`config.mk`:
```
export PLATFORM = sky130hd
export DESIGN_NAME = serial_subtractor
export DESIGN_NICKNAME = d
export VERILOG_FILES = /design/src/rtl/serial_sub_pkg.sv /design/src/rtl/full_subtractor.sv /design/src/rtl/serial_subtractor.sv
export SDC_FILE = /design/constraint.sdc
export NUM_CORES = 1
export LEC_CHECK = 0
export ABC_AREA = 1
export BUFFER_PORTS_ARGS = -buffer_cell sky130_fd_sc_hd__buf_2
export CORE_MARGIN = 10
export CORE_UTILIZATION = 49
export CTS_CLUSTER_SIZE = 14
export DETAILED_ROUTE_END_ITERATION = 16
export PLACE_DENSITY = 0.68
export SLEW_MARGIN = 20
export SYNTH_ARGS = -nofsm -noshare
export SYNTH_HDL_FRONTEND = slang
export SYNTH_SLANG_ARGS = --single-unit
```
`constraint.sdc`:
```
create_clock -name CLK -period 1.5 [get_ports CLK]
set_clock_uncertainty 0.15 [all_clocks]
set_input_delay 0.075 -clock CLK [delete_from_list [all_inputs] [get_ports CLK]]
set_output_delay 0.075 -clock CLK [all_outputs]
set_load 0.01 [all_outputs]
```
`src/rtl/serial_sub_pkg.sv`:
```
// Shared types and constants for the bit-serial subtractor.
// FSM state encoding and the default operand width live here.
package serial_sub_pkg;

  localparam int DEF_WIDTH = 8;

  localparam logic [1:0] ST_IDLE   = 2'd0;
  localparam logic [1:0] ST_SHIFT  = 2'd1;
  localparam logic [1:0] ST_FINISH = 2'd2;

  typedef enum logic [1:0] {
    IDLE   = ST_IDLE,
    SHIFT  = ST_SHIFT,
    FINISH = ST_FINISH
  } state_t;

endpackage

```
`src/rtl/full_subtractor.sv`:
```
// One-bit full subtractor: DIFF = A - B - BIN, BOUT = borrow out.
// Purely combinational cell for the serial datapath.
module full_subtractor (
  input  logic A,
  input  logic B,
  input  logic BIN,
  output logic DIFF,
  output logic BOUT
);

  assign DIFF = A ^ B ^ BIN;
  assign BOUT = (~A & B) | (~(A ^ B) & BIN);

endmodule

```
`src/rtl/serial_subtractor.sv`:
```
// Bit-serial WIDTH-bit subtractor, LSB first, START/BUSY/DONE handshake.
// Optional SERIAL_SUB_ADD_MODE_EN adds a MODE port selecting addition.
module serial_subtractor
  import serial_sub_pkg::*;
#(
  parameter int WIDTH = DEF_WIDTH
) (
  input  logic             CLK,
  input  logic             RST_N,
  input  logic             START,
  input  logic [WIDTH-1:0] A,
  input  logic [WIDTH-1:0] B,
`ifdef SERIAL_SUB_ADD_MODE_EN
  input  logic             MODE,
`endif
  output logic             BUSY,
  output logic             DONE,
  output logic [WIDTH-1:0] DIFF,
  output logic             BORROW
);

  localparam int CW = $clog2(WIDTH) + 1;
  localparam logic [CW-1:0] LAST = CW'(WIDTH - 1);

  state_t state;
  state_t nxt;

  logic [WIDTH-1:0] a_sh;
  logic [WIDTH-1:0] b_sh;
  logic [WIDTH-1:0] r_sh;
  logic [CW-1:0]    cnt;
  logic             br;
  logic             cell_a;
  logic             cell_d;
  logic             cell_bo;
  logic             d;

`ifdef SERIAL_SUB_ADD_MODE_EN
  logic mode_q;

  // Add mode reuses the subtractor cell: the borrow of (~a - b - c)
  // equals the carry of (a + b + c), and its difference bit is inverted.
  assign cell_a = a_sh[0] ^ mode_q;
  assign d      = cell_d ^ mode_q;
`else
  assign cell_a = a_sh[0];
  assign d      = cell_d;
`endif

  full_subtractor u_cell (
    .A    (cell_a),
    .B    (b_sh[0]),
    .BIN  (br),
    .DIFF (cell_d),
    .BOUT (cell_bo)
  );

  assign BUSY = (state != IDLE);
  assign DONE = (state == FINISH);

  // State register
  always_ff @(posedge CLK or negedge RST_N) begin
    if (!RST_N) state <= IDLE;
    else        state <= nxt;
  end

  // Next-state logic
  always_comb begin
    nxt = state;
    unique case (state)
      IDLE:    if (START) nxt = SHIFT;
      SHIFT:   if (cnt == LAST) nxt = FINISH;
      FINISH:  nxt = IDLE;
      default: nxt = IDLE;
    endcase
  end

  // Operand capture, bit-serial shifting and result publication
  always_ff @(posedge CLK or negedge RST_N) begin
    if (!RST_N) begin
      a_sh   <= '0;
      b_sh   <= '0;
      r_sh   <= '0;
      cnt    <= '0;
      br     <= 1'b0;
      DIFF   <= '0;
      BORROW <= 1'b0;
`ifdef SERIAL_SUB_ADD_MODE_EN
      mode_q <= 1'b0;
`endif
    end else begin
      unique case (state)
        IDLE: begin
          if (START) begin
            a_sh <= A;
            b_sh <= B;
            br   <= 1'b0;
            cnt  <= '0;
`ifdef SERIAL_SUB_ADD_MODE_EN
            mode_q <= MODE;
`endif
          end
        end
        SHIFT: begin
          a_sh <= a_sh >> 1;
          b_sh <= b_sh >> 1;
          r_sh <= {d, r_sh[WIDTH-1:1]};
          br   <= cell_bo;
          cnt  <= cnt + 1'b1;
        end
        FINISH: begin
          DIFF   <= r_sh;
          BORROW <= br;
        end
        default: ;
      endcase
    end
  end

endmodule

```
==> impl_results.md, run 1 <==
* Outcome: finished, final reports clean
* Final net count at roughly 270
* Yosys warning count at 0
* Final Slew Violations at 0
* Dpl hpwl at about 2500 um
* Clk_lat worst skew at 0.35 ns
* Clock buffer count from CTS at 5
* Slowest stage cell on the critical path: dfrtp_2
* Total die area at 0.00641 sq mm
* Via count at 1492
* CORE AREA at 0.00342 sq mm
* Syn_nets at 218
* Crit end category: output port
* I/O Pins at 30
* R2R Setup Slk at 0.10 ns
* Port Buf Inserts at 29
* Cell Rows at 21
* Critical Path AT at 1.21 ns
* Htree depth at 2
* Synthesized area per cell at 8.98 sq um
* Initial drt markers at 89
* Hold WC Path Type: in -> async
* Drc violations at 0
* Routed WL per cell at 13.0 um
* Static Leak at 1.13 nW
* RSZ-0062 raised after global routing: yes
* First-pass DRT Iterations at 4
* Area delta synth->final at 27.4%
* Clock Pin Slew Worst Setup and Hold Paths at 0.12 ns
* Vias per cell at 5.09
* Synth Instances at 197
* Mapped cell area at 0.00177 sq mm
* Root buf cell: clkbuf_4
* Routability-driven placement congestion ratio at around 0.81
* Synth Register Bits at 40
* Gr usage total at approximately 13%
* First-pass GRT wire length at 6900 um
* Final hold vios at 0
* Commonest non-fill, non-tap cell in the layout: nand2_1
* Initial Utilization at 51.8%
* Fmax at roughly 700 MHz
* Maximum clock path buffer count at 2
* Design area at 0.00225 sq mm
* Largest net degree at the start of global routing at 41
* Ant diodes at 0
* Reg2reg path depth at 6
* Grt total ovfl at 0
* Placed instance area at 0.00194 sq mm
* Worst setup SP type: register
* # clock sinks at 40
* ANT nets after route at 0
* Delay-heaviest family, CP: flip-flops
* Worst hold slack at 0.0530 ns
* Crit Path Class: reg -> out
* Pwr dens at 1870 mW/mm^2
* Synth cell types at 20
* Final WL at 3810 um
* Max_slew headroom at between 70 and 80%
* Crit. path cell count at 3
* Worst Tran Pin Value at 0.402 ns
* Layout cells sized above 1 at 20.6%
* Sequential fraction of the synthesis area at 56.6%
* Vias in the first global route at 1571
* Buf+Inv Stages, Crit Path at 2
* Initial antenna violation count at 0
* Crit path max fanout at 18
* # setup viols final at 0
* Post-route clock period utilization at 95.9%
* WP data required at 1.27 ns
* Die Y at approximately 80 um
* Critical Path Max Stage Delay at 0.51 ns
* Worst VDD drop at 0.829 mV
* Crit path time final at 1.44 ns
* Chip Width at 80.1 um
* Max Cap Violations at 0
* CTS tree: built
* Commonest cells after routing, fill and taps aside: 49 x nand2_1, 45 x nand3_1, 38 x dfrtp_1
* CP cell instances: nand2_8 -> inv_1 -> buf_2
[power by group]
group | internal [mW] | switching, mW
sequential | 1.56 | 0.287
combinational | 0.627 | 0.964
clock | 0.443 | 0.346
total | 2.63 | 1.60
[state kept, by name, indices dropped and copies added (netlist names)]
signal	cells
state	2
cnt	4
r_sh	8
BORROW	1
b_sh	8
a_sh	8
DIFF	8
br	1
[per-layer routing]
metal | global-route usage, % | wire, um | up-vias
met5 | 0 | 0 | -
met4 | 6.16 | 99 | 0
met3 | 4.57 | 212 | 11
met2 | 23.4 | 1930 | 31
met1 | 14.5 | 1560 | 715
li1 | - | - | 735
[stage by stage]
stage | setup slack, ns | std cells | util, % | total power [mW] | setup TNS, ns
2_1_floorplan | 0.260 | 197 | - | 2.97 | 0
6_report | 0.0622 | 293 | 66.0 | 4.23 | 0
4_1_cts | 0.00399 | 293 | 65.5 | 4.23 | 0
3_5_place_dp | 0.0979 | 266 | 56.8 | 3.37 | 0
3_3_place_gp | 0.148 | 266 | 56.8 | 3.29 | 0
5_1_grt | -0.0133 | 293 | 66.0 | 4.62 | -0.0165
[cell type report]
cell class / instances / area (sq um)
Tap cell: 46 / 57.6
Fill cell: 298 / 1160
Clock buffer: 7 / 65.1
Clock inverter: 1 / 30.0
Timing Repair Buffer: 51 / 368
Inverter: 19 / 78.8
Sequential cell: 40 / 1000
Multi-Input combinational cell: 129 / 652
[worst register-to-register path, stage by stage (launching register included)]
cell     delay [ns]
dfrtp_2        0.44
buf_4          0.17
nor2_1         0.19
nand2_1        0.12
inv_1          0.10
nand2_1        0.06
o21ai_1        0.09
[logic make-up after synthesis]
kind of cell               count (synthesis)  share of synthesized area, %
DFF                                       40                          56.6
and+or+nand+nor                          105                          27.5
buffers and inverters                     28                          7.85
AOI/OAI and AO/OA                         22                          6.22
adders and majority gates                  2                          1.84
[cells in the mapped netlist, drive strengths merged]
cell type	instances	share of area (%)
nand2	53	13
nand3	45	13
dfrtp	40	57
o21ai	21	5.9
inv	19	4.0
buf	8	3.6
nor2	5	1.5
a21oi	1	0.28
clkbuf	1	0.21
fa	1	1.1
ha	1	0.71
nor3	1	0.28
or2	1	0.35
[timing repair]
action,4_1_cts,5_1_grt
hold buffers,18,0
setup buffers,1,0
gates resized for setup,4,4
hold endpoints to repair,57,0
endpoints found under the setup margin,1,8
[path summary, 6_finish.rpt]
kind                                 startpoint              endpoint
min in group CLK            DIFF[5]$_DFFE_PN0P_   DIFF[5]$_DFFE_PN0P_
hold reg to reg             DIFF[5]$_DFFE_PN0P_   DIFF[5]$_DFFE_PN0P_
setup reg to reg           state[0]$_DFFE_PN0P_   b_sh[7]$_DFFE_PN0P_
max in group asynchronous                 RST_N  state[0]$_DFFE_PN0P_
setup / recovery           state[1]$_DFFE_PN0P_                  DONE
hold / removal                            RST_N   DIFF[5]$_DFFE_PN0P_
(Power assumes the default switching activity.)
==> inputs of run 2 (changes only) <==
--- a/config.mk
+++ b/config.mk
@@ -5,7 +5,6 @@
 export SDC_FILE = /design/constraint.sdc
 export NUM_CORES = 1
 export LEC_CHECK = 0
-export ABC_AREA = 1
 export BUFFER_PORTS_ARGS = -buffer_cell sky130_fd_sc_hd__buf_2
 export CORE_MARGIN = 10
 export CORE_UTILIZATION = 49
==> run 2 against run 1 <==
Effect of this change: final cell count down 7.5%; synthesized area down 4.2%; critical path depth up 1; setup slack worse by 0.048 ns; non-clock buffer count up 17; critical path type is now reg -> reg; critical endpoint is now DIFF[6]$_DFFE_PN0P_.
==> impl_results.md, run 2 <==
* Outcome: finished, final reports clean (unchanged)
* Initial Utilization at 50.8% (was 51.8%)
* ANT nets after route at 0 (unchanged)
* Drc violations at 0 (unchanged)
* Crit Path Class: reg -> reg (was reg -> out)
* Synthesized area per cell at 10.7 sq um (was 8.98 sq um)
* Dpl hpwl at 2520 um (about the same)
* Worst Tran Pin Value at 0.293 ns (was 0.402 ns)
* Routed WL per cell at 13.8 um (was 13.0 um)
* Top post-synthesis cells by count: 42 x nand2_1, 40 x dfrtp_1, 11 x a22oi_1, 11 x o21ai_1, 9 x mux2_1 (was 49 x nand2_1, 45 x nand3_1, 40 x dfrtp_1)
* Clock buffer count from CTS at 5 (unchanged)
* Fin util at 70.2% (was 66.0%)
* Clk_lat worst skew at 0.35 ns (about the same)
* Sequential fraction of the synthesis area at 59.0% (was 56.6%)
* Synth cell types at 26 (was 20)
* Syn_nets at 180 (was 218)
* Root buf cell: clkbuf_4 (unchanged)
* First-pass GRT wire length at 6510 um (was 6900 um)
* First-pass DRT Iterations at 4 (unchanged)
* Routability-driven placement congestion ratio at 0.731 (was 0.814)
* Clock Pin Slew Worst Setup and Hold Paths at 0.13 ns (was 0.12 ns)
* Worst hold slack at 0.00621 ns (was 0.0530 ns)
* Port Buf Inserts at 29 (unchanged)
* Initial antenna violation count at 0 (unchanged)
* Final WL at 3730 um (was 3810 um)
* Vias per cell at 5.21 (was 5.09)
* Post-synth EDFFs at 0 (unchanged)
* Htree depth at 2 (unchanged)
* Crit end category: register (was output port)
* Setup ws final at 0.0146 ns (was 0.0622 ns)
* Ant diodes at 0 (unchanged)
* Hold WC Path Type: in -> reg (was in -> async)
* Mapped cell area at 0.00170 sq mm (was 0.00177 sq mm)
* Fmax at 673 MHz (was 696 MHz)
* RSZ-0062 raised after global routing: yes (unchanged)
* Crit path time final at 1.49 ns (was 1.44 ns)
* CTS tree: built (unchanged)
* # clock sinks at 40 (unchanged)
* Ys async rst share at 100% (unchanged)
* Final net count at 245 (was 267)
* Max Cap Violations at 0 (unchanged)
* Largest area contributor in the netlist: dfrtp_1 (unchanged)
* Final Slew Violations at 0 (unchanged)
* Crit path max fanout at 7 (was 18)
* Worst VDD drop at 0.737 mV (was 0.829 mV)
* Largest net degree at the start of global routing at 41 (unchanged)
* Via count at 1411 (was 1492)
* Pwr dens at 1620 mW/mm^2 (was 1870 mW/mm^2)
* Static Leak at 1.17 nW (was 1.13 nW)
* DP Worst Slack at 0.105 ns (was 0.0979 ns)
* Die Y at 78.8 um (was 80.1 um)
* # setup viols final at 0 (unchanged)
* Top_reg_cell synth: dfrtp_1 (unchanged)
* Post-route clock period utilization at 99.0% (was 95.9%)
* Vias in the first global route at 1489 (was 1571)
* Design area at 0.00234 sq mm (was 0.00225 sq mm)
* Synth Instances at 159 (was 197)
* Worst setup SP type: register (unchanged)
* CORE AREA at 0.00334 sq mm (was 0.00342 sq mm)
* Gr usage total at 12.6% (was 13.5%)
* Synth Register Bits at 40 (unchanged)
* Post-Place Cells at 237 (was 266)
* Post-Layout Cell Count at 271 (was 293)
* Commonest cells after routing, fill and taps aside: 42 x nand2_1, 40 x dfrtp_1, 27 x buf_2 (was 49 x nand2_1, 45 x nand3_1, 38 x dfrtp_1)
* Chip Width at 78.8 um (was 80.1 um)
* Synth top area cells: dfrtp_1 59%, nand2_1 9.3%, mux2_1 6.0%, a22oi_1 4.9%, o21ai_1 3.2% (was dfrtp_1 57%, nand3_1 13%, nand2_1 10%, o21ai_0 4.8%, inv_1 3.6%)
* Initial drt markers at 88 (was 89)
* Cell Rows at 21 (unchanged)
* Critical Path AT at 1.58 ns (was 1.21 ns)
* Total die area at 0.00621 sq mm (was 0.00641 sq mm)
* Grt total ovfl at 0 (unchanged)
* Max_slew headroom at 80.4% (was 73.2%)
* Maximum clock path buffer count at 2 (unchanged)
* Commonest non-fill, non-tap cell in the layout: nand2_1 (unchanged)
* WP data required at 1.60 ns (was 1.27 ns)
* Area delta synth->final at 38.1% (was 27.4%)
* Synth top area share at 59.0% (was 56.6%)
* Layout cells sized above 1 at 28.9% (was 20.6%)
* I/O Pins at 30 (unchanged)
* Placed instance area at 0.00195 sq mm (was 0.00194 sq mm)
* Yosys warning count at 0 (unchanged)
* Final hold vios at 0 (unchanged)
* Count leader, synth: nand2_1 (unchanged)
==> run 2: worst paths after layout <==
kind | startpoint | to | slack [ns] | cells after the start
max in group asynchronous | RST_N | DIFF[0]$_DFFE_PN0P_ | 0.93 | 3
setup reg to reg | state[0]$_DFFE_PN0P_ | DIFF[6]$_DFFE_PN0P_ | 0.01 | 4
hold / removal | START | a_sh[7]$_DFFE_PN0P_ | 0.006 | 4
min in group asynchronous | RST_N | cnt[0]$_DFFE_PN0P_ | 0.07 | 3
setup / recovery | state[0]$_DFFE_PN0P_ | DIFF[6]$_DFFE_PN0P_ | 0.01 | 4
hold reg to reg | cnt[3]$_DFFE_PN0P_ | state[1]$_DFFE_PN0P_ | 0.34 | 1
==> run 2: metrics by stage <==
stage	TNS (ns)	total power, mW
after floorplan	0	2.47
after global placement	0	2.84
after detailed placement	0	2.91
after CTS	-0.0470	3.78
after global routing	-0.0902	4.09
final	0	3.79
==> run 2: power breakdown <==
part	total [mW]	switching (mW)	leakage (nW)	internal [mW]
combinational	1.34	0.645	0.603	0.696
sequential	1.73	0.256	0.523	1.47
clock	0.724	0.368	0.0418	0.356
==> run 2: layout make-up <==
cell class / count / area [sq um]
Clock buffer: 5 / 37.5
Clock inverter: 3 / 46.3
Fill cell: 271 / 996
Inverter: 3 / 11.3
Multi-Input combinational cell: 106 / 656
Sequential cell: 40 / 1000
Tap cell: 46 / 57.6
Timing Repair Buffer: 68 / 532
==> run 2: what timing repair did <==
action,in CTS,in global routing
hold buffers,18,0
hold endpoints to repair,56,0
gates resized for setup,10,5
buffers inserted,7,2
gates cloned,0,0
endpoints found under the setup margin,2,19
pin swaps,0,1
==> run 2: layer usage <==
layer | wire length (um) | share of wire, % | track usage [%]
met1 | 1610 | 43 | 14.1
met2 | 1860 | 50 | 21.6
met3 | 229 | 6.1 | 5.52
met4 | 38 | 1.0 | 3.23
met5 | 0 | 0 | 0
==> run 2: critical path, stage by stage, from the launching register on <==
cell and delay [ns]:
dfrtp_1 0.41, buf_4 0.16, nor2b_4 0.19, buf_12 0.15, mux2_1 0.31
==> run 2: logic make-up after synthesis <==
| kind of cell | count (synthesis) | synth area share, % |
|---|---|---|
| AO/OA/AOI/OAI | 41 | 15.1 |
| adder cells (fa/ha/maj) | 2 | 1.92 |
| buffers and inverters | 13 | 3.91 |
| flip-flops | 40 | 59.0 |
| multiplexers | 9 | 5.98 |
| AND/OR/NAND/NOR | 54 | 14.1 |
